**config.mk**
```make
export PLATFORM = sky130hd
export DESIGN_NAME = rule90
export DESIGN_NICKNAME = d
export VERILOG_FILES = /design/src/rtl/rule90_pkg.sv /design/src/rtl/rule90_cell.sv /design/src/rtl/rule90.sv
export SDC_FILE = /design/constraint.sdc
export NUM_CORES = 1
export LEC_CHECK = 0
export ABC_AREA = 1
export BUFFER_PORTS_ARGS = -buffer_cell sky130_fd_sc_hd__buf_2
export CELL_PAD_IN_SITES_DETAIL_PLACEMENT = 1
export CELL_PAD_IN_SITES_GLOBAL_PLACEMENT = 1
export CORE_AREA = 2 2 403 405
export DETAILED_ROUTE_END_ITERATION = 8
export DIE_AREA = 0 0 405 407
export HOLD_SLACK_MARGIN = 0.06
export PLACE_DENSITY = 0.49
export SYNTH_ARGS = -nofsm -noshare
export SYNTH_HDL_FRONTEND = slang
export SYNTH_SLANG_ARGS = --single-unit
export TNS_END_PERCENT = 1
```
**constraint.sdc**
```tcl
create_clock -name clk -period 0.95 [get_ports clk]
set_input_delay 0.19 -clock clk [delete_from_list [all_inputs] [get_ports clk]]
set_output_delay 0.19 -clock clk [all_outputs]
set_load 0.02 [all_outputs]
```
**src/rtl/rule90_pkg.sv**
```systemverilog
// rtl/rule90_pkg.sv - shared width constant and state type for the rule90 engine
package rule90_pkg;

  // Default number of cells in the automaton row.
  localparam int DEFAULT_WIDTH = 512;

  // One full row of cells at the default width; bit i is cell i.
  typedef logic [DEFAULT_WIDTH-1:0] state_t;

endpackage : rule90_pkg

```
**src/rtl/rule90_cell.sv**
```systemverilog
// rtl/rule90_cell.sv - one rule 90 cell: state flop with reset/load/step mux
module rule90_cell (
  input  logic clk,
  input  logic rst_n,
  input  logic load,
  input  logic d,
  input  logic left,
  input  logic right,
  output logic q
);

  // Reset beats load, load beats the neighbour XOR step.
  always_ff @(posedge clk) begin
    if (!rst_n) begin
      q <= 1'b0;
    end else if (load) begin
      q <= d;
    end else begin
      q <= left ^ right;
    end
  end

endmodule : rule90_cell

```
**src/rtl/rule90.sv**
```systemverilog
// rtl/rule90.sv - rule 90 cellular-automaton pattern generator over WIDTH cells
module rule90
  import rule90_pkg::*;
#(
  parameter int WIDTH = DEFAULT_WIDTH
) (
  input  logic             clk,
  input  logic             rst_n,
  input  logic             load,
  input  logic [WIDTH-1:0] data,
  output logic [WIDTH-1:0] q
);

  logic [WIDTH-1:0] state;
  logic [WIDTH-1:0] left_nb;
  logic [WIDTH-1:0] right_nb;

  // Cells beyond either end of the row read as constant zero, no wrap-around.
  assign left_nb  = {state[WIDTH-2:0], 1'b0};
  assign right_nb = {1'b0, state[WIDTH-1:1]};

  // One flop per cell; all cells step together from the pre-edge row.
  for (genvar i = 0; i < WIDTH; i++) begin : g_cell
    rule90_cell u_cell (
      .clk   (clk),
      .rst_n (rst_n),
      .load  (load),
      .d     (data[i]),
      .left  (left_nb[i]),
      .right (right_nb[i]),
      .q     (state[i])
    );
  end

  assign q = state;

endmodule : rule90

```
* Word level (Yosys, flattened, before mapping)
Cells that the tools add are included. W data, S select, Z words.
Storage, ports and cells: logic and storage cells 1534, output and inout port bits 512, flip-flop bits (word level) 512, bits of input ports 515
Operators by class: mux-type cells 512, bitwise gates (word level) 510
Operators by type and width (number):
- $mux W1 | 512
- $xor A1 B1 Y1 | 510

* Longest topological paths before layout
depth after elaboration 2, gate-level depth with buffers 7, depth with buffers taken out 5

* Hierarchy
A second synthesis with hierarchy kept.
Second synthesis, totals: cells, all modules 6145, area total of the unflattened synthesis 32034.5 sq um
Modules (own cells, without submodules):
- rule90_cell | instances 512, cells an instance 12, sequential area each 20.0 sq um, area each 62.6 sq um
- rule90 | instances 1, cells an instance 1, sequential area each 0.0 sq um, area each 3.8 sq um

* Least setup slack after synthesis
OpenSTA, ideal clock, no wires.
path type input-to-reg, start input port load, end register g_cell[100].u_cell.q, data required time 841 ps, path buffers 3, data arrival time 868 ps, cell stages on the path 7, slack -27 ps, library setup time 109 ps, path through inv_2 > buf_4 > buf_4 > buf_2 > nand3_1 > nand2_1 > inv_1
On the way: longest elaborated chain between the ends 1
RTL lines:
- from (decl) | line rule90.sv:9 | input logic load,
- $mux W1 | line rule90_cell.sv:16 | end else if (load) begin
- to (signal assigned) | line rule90_cell.sv:19 | q <= left ^ right;
- to (decl) | line rule90_cell.sv:9 | output logic q
Every way passes these cells. A chain may end at the register's enable or synchronous reset.

* Worst setup path in the final report
start register g_cell[497].u_cell.q, end output port q[497]
RTL lines:
- from (decl) | line rule90_cell.sv:9
- from (signal assigned) | line rule90_cell.sv:19
- to (decl) | line rule90.sv:11 | output logic [WIDTH-1:0] q
No word-level cell between the ends.

==> results.cfg <==
[outcome]
run_status = complete, but fails checks
violations = setup timing

[timing]
slew_violations = 0
finalClockSkew_ns = 0.03539
hold_violations = 0
setup_ws_ns = -0.5292
tightest_slew_ns = 0.4265
fmax_mhz = 676.0
slew-limit-headroom = 0.7146
period_needed_ns = 1.479
fin_crit_sh = 1.557
setup_viol = 1002
rsz0062_at_grt = true

[synthesis]
yosys.area.top_type_share = 0.3316
syn_nets = 5796
synth_area_leaders = dfxtp_1 (33%), nand2_1 (19%), buf_4 (13%)
avgSynthCellArea_um2 = 5.853
ys_seq_area_frac = 0.3316
ys_ff_latch = 512
synth_cells = 5281
synth_area_mm2 = 0.03091
yosysUniqueCellTypes = 13
synth_warnings = 0
synth_top_cell_by_area = dfxtp_1

[route]
post_drt_wl_per_cell_um = 18.02
drt_iter0_markers = 1278
vias = 34334
wirelength_mm = 156.3
ant_nets = 0
viasPerCell = 3.959
drc = 0
dr.pass1.iters = 5

[layout]
layout_common_cells = nand2_1 (1530), inv_1 (1022), nor2_1 (1020)
top_regs = g_cell.u_cell.q (512)
n_fill_cell = 20163
area_growth_pct = 58.15
nets = 6946
layout-drive-gt1-share = 0.2828
design_area_mm2 = 0.04888
multiInputGateArea_mm2 = 0.01214
top_register = g_cell.u_cell.q
layout_commonest_cell = nand2_1
largest_reg_flops = 512
area.sequential_mm2 = 0.01185

[setup_path]
setup.worst_path.start_class = flip-flop
worstSetupPathType = flip-flop to output pin
endpoint_kind = output pin
cp.required_ns = 0.76
crit_arrival_ns = 1.29
regToRegSetupSlack_ns = -0.13
worstPathMaxFanout = 2

[flow_run]
max_cap_viol_count = 0

[power]
p_int_mw = 50.49
p_sw_frac = 0.3324
irDropWorstVdd_mv = 1.328
powerDensity_mw_per_mm2 = 1547
clkPwrFrac = 0.399
pwr-share-comb = 0.257
power_leakage_nw = 25.82
seqPwrFrac = 0.344
switching_power_mw = 25.14

[cts]
htree_levels = 3
clock_path_buffers = 3
cts_buffers = 76
clk_latency_ns = 0.68
cts_root_buf = clkbuf_16
cts.sinks = 512
cts_tree = yes
clk_pin_slew_ns = 0.06

[global_routing]
grt_antenna_before_repair = 26
grt_pass1_wl_mm = 225.8
overflow = 0
grt_usage = 0.1818
grt_pass1_vias = 35530
grt_max_degree = 67

[floorplanning]
dieWidth_um = 405
design.die.area_mm2 = 0.1648
core-area_mm2 = 0.1602
die_h_um = 407
fp-row-count = 147
start_util = 0.1929
io_pins = 1027

[worst_hold_path]
hold_path_class = primary input to flip-flop

[placement]
post-place-ws_ns = -0.5725
finalWeightedCongestion = 0.8499
dp_hpwl_mm = 124.9
port_buffers = 1026
placed_area_mm2 = 0.03646
-- path summary, 6_finish.rpt --
check	from	to	cells past startpoint
max	g_cell[497].u_cell.q	q[497]	2
min	data[125]	g_cell[125].u_cell.q	6
max reg2reg	g_cell[497].u_cell.q	g_cell[498].u_cell.q	6
min reg2reg	g_cell[1].u_cell.q	g_cell[0].u_cell.q	2
-- area by class of cell --
type | instances | area share
Antenna cell | 18 | 0.0009215
Clock buffer | 119 | 0.04715
Clock inverter | 23 | 0.006553
Inverter | 1024 | 0.07894
Multi-Input combinational cell | 3064 | 0.2484
Sequential cell | 512 | 0.2424
Tap cell | 2160 | 0.05529
Timing Repair Buffer | 1753 | 0.3203
-- power groups by stage --
stage / Sequential, mW / Clock, mW / Combinational, mW
after floorplan: 25.1 / 0 / 11.2
after global placement: 26.2 / 0 / 15.7
after detailed placement: 26.2 / 0 / 15.8
after CTS: 26.0 / 31.5 / 18.8
after global routing: 26.4 / 32.2 / 21.4
final: 26.0 / 30.2 / 19.4
-- what timing repair did --
action	CTS	global route
hold buffers	514	0
buffers inserted	8	3
hold endpoints to repair	510	0
resized for setup	962	911
endpoints found under the setup margin	545	1017
-- cells in the mapped netlist --
cell,n
nand2_1,1530
inv_1,1022
nor2_1,1020
buf_4,520
dfxtp_1,512
nand3_1,510
buf_2,124
clkbuf_1,35
a21oi_1,2
inv_2,2
o21ai_0,2
buf_1,1
buf_6,1
-- kinds of logic (layout without fill, tap and decap cells) --
kind of cell           count (synthesis)  count (layout)  synth area share
flip-flops                           512             512            0.3316
other                                  0              18                 0
AO/OA/AOI/OAI                          4               4         0.0006477
buffers and inverters               1705            2919            0.2755
AND/OR/NAND/NOR                     3060            3060            0.3923
-- metal layers --
layer  GRT usage  wire [um]
met1      0.2161      65610
met2      0.3152      75700
met3     0.04862      10270
met4     0.05957       4675
met5           0         57
-- metrics by stage --
stage	instances	TNS [ns]	util	total power [mW]	hold slack [ns]
finish	8673	-282.03	0.3051	75.63	0.09932
global route	8667	-330.87	0.3050	80.03	0.1320
CTS	8653	-322.25	0.2912	76.21	0.06581
floorplan	5281	-8.035	-	36.36	0.3284
global placement	7991	-151.81	0.2276	41.82	0.4943
detailed placement	7991	-158.67	0.2276	41.95	0.4993
-- worst max-delay path, cell delays in order, from the launching register on --
cell	delay [ns]
dfxtp_4	0.35
buf_12	0.14
buf_8	0.13
Power figures use the tool's default switching activity.
